==> src/rtl/async_sram_ctrl.sv <==
// 32-bit valid/ready request stream to halfword command sequences for async_sram_phy.
// Compensates for the PHY's registered command path and its combinational DQ path.
module async_sram_ctrl #(
  parameter int W_ADDR = 18,
  parameter int W_DATA = 16
) (
  input  logic                  clk,
  input  logic                  rst,
  input  logic                  req_valid,
  output logic                  req_ready,
  input  logic                  req_write,
  input  logic [W_ADDR-2:0]     req_addr,
  input  logic [2*W_DATA-1:0]   req_wdata,
  input  logic [3:0]            req_wstrb,
  output logic                  resp_valid,
  output logic [2*W_DATA-1:0]   resp_rdata,
  output logic [W_ADDR-1:0]     ctrl_addr,
  output logic [W_DATA-1:0]     ctrl_dq_out,
  output logic [W_DATA-1:0]     ctrl_dq_oe,
  input  logic [W_DATA-1:0]     ctrl_dq_in,
  output logic                  ctrl_ce_n,
  output logic                  ctrl_we_n,
  output logic                  ctrl_oe_n,
  output logic [1:0]            ctrl_byte_n,
  output logic [2:0]            dbg_state
);
  // Handshake: a request transfers on any posedge where req_valid && req_ready;
  // req_ready is registered and depends only on the issue state. resp_valid has no backpressure.
  typedef enum logic [2:0] {
    S_IDLE  = 3'd0,
    S_RD_LO = 3'd1,
    S_RD_HI = 3'd2,
    S_WR_LO = 3'd3,
    S_WR_HI = 3'd4,
    S_TURN  = 3'd5
  } state_t;

  state_t              state, state_nx;
  logic                accept;
  logic [W_ADDR-2:0]   word_q, src_word;
  logic [2*W_DATA-1:0] wdata_q;
  logic [3:0]          wstrb_q, src_wstrb;
  logic                rd_p1_valid, rd_p1_half;
  logic [W_DATA-1:0]   rd_lo_q;

  assign accept    = req_valid && req_ready;
  assign dbg_state = state;
  // A low-half issue takes fresh request fields on accept, latched ones after TURN.
  assign src_word  = accept ? req_addr : word_q;
  assign src_wstrb = accept ? req_wstrb : wstrb_q;

  always_comb begin
    state_nx = state;
    case (state)
      S_IDLE, S_RD_HI, S_WR_HI: begin
        if (!accept)        state_nx = S_IDLE;
        else if (!req_write) state_nx = S_RD_LO;
        else if (state == S_RD_HI) state_nx = S_TURN;
        else                state_nx = S_WR_LO;
      end
      S_RD_LO: state_nx = S_RD_HI;
      S_WR_LO: state_nx = S_WR_HI;
      S_TURN:  state_nx = S_WR_LO;
      default: state_nx = S_IDLE;
    endcase
  end

  always_ff @(posedge clk) begin
    if (rst) begin
      state       <= S_IDLE;
      req_ready   <= 1'b0;
      ctrl_addr   <= '0;
      ctrl_dq_out <= '0;
      ctrl_dq_oe  <= '0;
      ctrl_ce_n   <= 1'b0;
      ctrl_we_n   <= 1'b1;
      ctrl_oe_n   <= 1'b1;
      ctrl_byte_n <= 2'b11;
      word_q      <= '0;
      wdata_q     <= '0;
      wstrb_q     <= '0;
      rd_p1_valid <= 1'b0;
      rd_p1_half  <= 1'b0;
      rd_lo_q     <= '0;
      resp_valid  <= 1'b0;
      resp_rdata  <= '0;
    end else begin
      state     <= state_nx;
      req_ready <= (state_nx == S_IDLE) || (state_nx == S_RD_HI) || (state_nx == S_WR_HI);
      if (accept) begin
        word_q  <= req_addr;
        wdata_q <= req_wdata;
        wstrb_q <= req_wstrb;
      end

      ctrl_we_n   <= 1'b1;
      ctrl_oe_n   <= 1'b1;
      ctrl_byte_n <= 2'b11;
      case (state_nx)
        S_RD_LO: begin
          ctrl_addr   <= {src_word, 1'b0};
          ctrl_oe_n   <= 1'b0;
          ctrl_byte_n <= 2'b00;
        end
        S_RD_HI: begin
          ctrl_addr   <= {word_q, 1'b1};
          ctrl_oe_n   <= 1'b0;
          ctrl_byte_n <= 2'b00;
        end
        S_WR_LO: begin
          ctrl_addr   <= {src_word, 1'b0};
          ctrl_we_n   <= 1'b0;
          ctrl_byte_n <= ~src_wstrb[1:0];
        end
        S_WR_HI: begin
          ctrl_addr   <= {word_q, 1'b1};
          ctrl_we_n   <= 1'b0;
          ctrl_byte_n <= ~wstrb_q[3:2];
        end
        default: ;
      endcase

      // The PHY delays commands a cycle, so write data goes out the cycle after its issue.
      ctrl_dq_oe <= (state == S_WR_LO || state == S_WR_HI) ? {W_DATA{1'b1}} : {W_DATA{1'b0}};
      if (state == S_WR_LO)      ctrl_dq_out <= wdata_q[W_DATA-1:0];
      else if (state == S_WR_HI) ctrl_dq_out <= wdata_q[2*W_DATA-1:W_DATA];

      rd_p1_valid <= (state == S_RD_LO) || (state == S_RD_HI);
      rd_p1_half  <= (state == S_RD_HI);
      resp_valid  <= rd_p1_valid && rd_p1_half;
      if (rd_p1_valid && !rd_p1_half) rd_lo_q <= ctrl_dq_in;
      if (rd_p1_valid && rd_p1_half)  resp_rdata <= {ctrl_dq_in, rd_lo_q};
    end
  end
endmodule
==> config.mk <==
export PLATFORM = sky130hd
export DESIGN_NAME = async_sram_ctrl
export DESIGN_NICKNAME = d
export VERILOG_FILES = /design/src/rtl/async_sram_ctrl.sv
export SDC_FILE = /design/constraint.sdc
export NUM_CORES = 1
export LEC_CHECK = 0
export BUFFER_PORTS_ARGS = -buffer_cell sky130_fd_sc_hd__buf_2
export CAP_MARGIN = 20
export CORE_MARGIN = 5
export CORE_UTILIZATION = 46
export CTS_CLUSTER_SIZE = 25
export DETAILED_ROUTE_END_ITERATION = 6
export PLACE_DENSITY = 0.84
export SLEW_MARGIN = 20
export SYNTH_ARGS = -nofsm -noshare
export SYNTH_HDL_FRONTEND = slang
export SYNTH_SLANG_ARGS = --single-unit
==> constraint.sdc <==
create_clock -name clk -period 1.33 [get_ports clk]
set_input_delay 0.266 -clock clk [delete_from_list [all_inputs] [get_ports clk]]
set_output_delay 0.266 -clock clk [all_outputs]
set_load 0.1 [all_outputs]
==> impl_metrics.tcl <==
set metrics [dict create \
    status "finished, violations left" \
    violations "DRC, setup timing" \
    switching_power_w 0.002807 \
    num-fill-cells 814 \
    p_clk_frac 0.398 \
    instance_count_of_the_mapped_netlist 670 \
    final_setup_violating_endpoints 50 \
    final_core_utilization 0.7216 \
    relative_contribution_of_sequential_cells_to_total_power 0.454 \
    route.final.wire_length_um 16110 \
    placementRows 40 \
    groute.usage.overall 0.2142 \
    synth_sequential_area_ratio 0.5229 \
    preCtsSetupSlack_ns -0.1450 \
    synth_area_um2 5628 \
    wl_per_cell_um 16.47 \
    floorplan.die.height_um 120.6 \
    nets 893 \
    power.density_nw_per_um2 1198 \
    worst-r2r-cell-count 5 \
    highest_delay_cell_along_the_critical_path "sky130_fd_sc_hd__dfxtp_4" \
    timing.reg2reg.setup_slack_ns -0.12 \
    tritoncts "built" \
    area_delta_synth_final_pct 54.00 \
    num_vias 5282 \
    routabilityCongestion 0.8037 \
    post-synth-top-count-cell "sky130_fd_sc_hd__nand2_1" \
    finClkSkew_ns 0.008652 \
    number_of_slew_limit_violations_in_the_final_report 0 \
    cp-start-kind "flip-flop" \
    synth_async_sr_flop_share 0 \
    rr_endpoint "ctrl_dq_out[8]" \
    h-tree-depth 4 \
    dieArea_um2 14550 \
    grt_max_degree 59 \
    number_of_top_level_pins 165 \
    worst_ep_arrival_time_ns 1.75 \
    total_of_flip_flops_plus_latches_after_synthesis 147 \
    ys.warnings.count 0 \
    core_um2 12010 \
    delay_of_the_slowest_cell_on_the_worst_path_ns 0.38 \
    timing.rr.start "dbg_state[0]" \
    internal-power_w 0.007574 \
    effective_utilization_at_floorplan 0.4685 \
    timing.critical_path.required_ns 1.63 \
    worst_hold_path_type "in2reg" \
    ys_dominant_reg_cell "sky130_fd_sc_hd__dfxtp_1" \
    synth_area_per_cell_um2 8.400 \
    switching_share 0.2704 \
    path_clk_slew_ns 0.06 \
    synth_top_cell_area_share 0.5229 \
    synth_commonest_cells "203 x sky130_fd_sc_hd__nand2_1, 147 x sky130_fd_sc_hd__dfxtp_1, 104 x sky130_fd_sc_hd__a21oi_1" \
    worst_skew_pair.late_latency_ns 0.42 \
    critPathCaptureType "flip-flop" \
    place_hpwl_um 10240 \
    netlist.top_cell.by_area "sky130_fd_sc_hd__dfxtp_1" \
    cts_made_buffers 17 \
    synth.top_cells.by_area "sky130_fd_sc_hd__dfxtp_1 52%, sky130_fd_sc_hd__nand2_1 14%, sky130_fd_sc_hd__a21oi_1 9.2%" \
    ant_nets 0 \
    fp.dieW_um 120.6 \
    hold_path_depth 3 \
    synth_edf_count 0 \
    worst_hold_startpoint "req_wdata[21]" \
    gr-total-overflow 0 \
    global_route_wire_length_before_repair_um 25030 \
    mappedNetlistNets 743 \
    maxClockFrequency_mhz 689.5 \
    crit_fanout 8 \
    final_layout_size_suffix_gt1_frac 0.3373 \
    leakage_power_figure_nw 3.318 \
    antenna_found_initial 2 \
    cts_max_path_buffers 2 \
    final_number_of_hold_violating_endpoints 0 \
    layout_min_cycle_time_ns 1.450 \
    cts.sinks 147 \
    timing.critical_path.buf_inv 2 \
    ordered_cell_list_for_the_critical_path "buf_12, nor3b_4, buf_6, mux2i_2, a211oi_2" \
    first_global_vias 5144 \
    comb_power_share 0.148 \
    grt_setup_unrepaired "yes" \
    critPathKind "reg2reg" \
    final.period_utilization 1.090 \
    max-cap-violations 0 \
    first_pass_iters 7 \
    drt_first_iter_violations 538 \
    irDropWorstVdd_mv 0.8002 \
    synth.distinct_cells 32 \
    worst_hold_end "wdata_q[21]" \
    cts.root.buffer_cell "sky130_fd_sc_hd__clkbuf_16" \
    placement.io_buffers 163 \
    detail_route.vias_per_cell 5.401 \
    timing.final.ws_setup_ns -0.1202 \
    number_of_remaining_drc_errors 2 \
    path_delay_family "flip-flops" \
]
-- through the flow --
| step | cell area (µm²) | std cells | setup TNS, ns | hold WS, ns | power, W |
|---|---|---|---|---|---|
| CTS | 8537 | 976 | -2.778 | 0.07159 | 0.01039 |
| global placement | 7669 | 939 | -0.9880 | 0.4366 | 0.006182 |
| detailed placement | 7669 | 939 | -1.698 | 0.4448 | 0.006211 |
| global route | 8667 | 978 | -5.983 | 0.08417 | 0.01074 |
| floorplan | 5734 | 670 | -6.436 | 0.4020 | 0.005677 |
| finish | 8667 | 978 | -2.951 | 0.08448 | 0.01038 |
-- tightest hold or removal path: cells and delay by family --
kind / cells / cell delay [ns]
simple gates: 1 / 0.04
buf+inv: 1 / 0.09
compound gates: 1 / 0.05
-- layout by cell type, fill, tap and decap left out, drive strengths merged, types with 2 or more instances in the layout --
cell	Yosys	routed
a221oi	15	15
nor2b	4	4
o21ai	2	2
clkinv	0	6
o32ai	2	2
nor2	28	28
a211o	2	2
or3	3	3
mux2i	18	18
nor3	2	2
o2bb2ai	17	17
inv	5	5
dfxtp	147	147
a21oi	104	104
nor3b	16	16
nand2	203	203
buf	42	203
nand2b	3	3
a211oi	17	17
clkbuf	30	22
and2	2	2
-- flip-flops by register name, indices dropped and copies added (netlist names) --
signal,flops
wdata_q,32
resp_valid,1
rd_p1_half,1
ctrl_we_n,1
wstrb_q,4
rd_p1_valid,1
resp_rdata,32
ctrl_addr,18
req_ready,1
dbg_state,3
word_q,17
ctrl_dq_out,16
ctrl_dq_oe,1
rd_lo_q,16
ctrl_byte_n,2
ctrl_oe_n,1
-- final cells by class --
type                       instances  area, µm²  share of cell area
sequential                       147       2980              0.3439
timing repair buffer             203       2526              0.2915
multi-input combinational        446       2454              0.2831
clock buffer                      22      464.2             0.05356
tap                              147      183.9             0.02122
clock inverter                     7      37.54            0.004331
inverter                           5      18.77            0.002165
antenna                            1      2.502           0.0002887
-- cells by family after synthesis --
kind of cell | Yosys count | synth area share
buffers and inverters | 77 | 0.07114
other | 1 | 0.0006663
multiplexers | 18 | 0.03201
AND/OR/NAND/NOR | 262 | 0.1919
flip-flops | 147 | 0.5229
XOR/XNOR | 1 | 0.001557
AO/OA/AOI/OAI | 164 | 0.1799
-- worst max-delay path by stage --
stage	from	to	slack [ns]	cells after the start
floorplan	dbg_state[0]	ctrl_byte_n[0]	-0.31	5
global placement	req_write	ctrl_byte_n[1]	-0.11	5
detailed placement	req_write	ctrl_addr[2]	-0.15	6
CTS	ctrl_dq_oe[14]	ctrl_dq_oe[0]	-0.13	2
global route	dbg_state[0]	ctrl_dq_out[8]	-0.18	5
finish	dbg_state[0]	ctrl_dq_out[8]	-0.12	5
-- power groups by stage --
stage               sequential (W)  clock (W)  combinational (W)
floorplan                  0.00511          0           0.000565
global placement           0.00477          0            0.00141
detailed placement         0.00478          0            0.00143
CTS                        0.00470    0.00419            0.00151
global route               0.00472    0.00439            0.00163
finish                     0.00471    0.00413            0.00154
-- per-layer routing --
layer,vias to the layer above,GRT usage,part of all wire
met5,-,0,0.00031
met1,2493,0.2597,0.41
met4,2,0.08428,0.018
met3,27,0.05940,0.061
met2,220,0.3601,0.51
li1,2540,-,-
-- repair_timing --
item | CTS | global route
setup buffers | 5 | 2
gates cloned | 3 | 0
pin swaps | 29 | 9
setup endpoints to repair | 73 | 82
gates resized for setup | 67 | 34
hold buffers | 0 | 0
No activity file was read; power rests on OpenSTA's default activity.
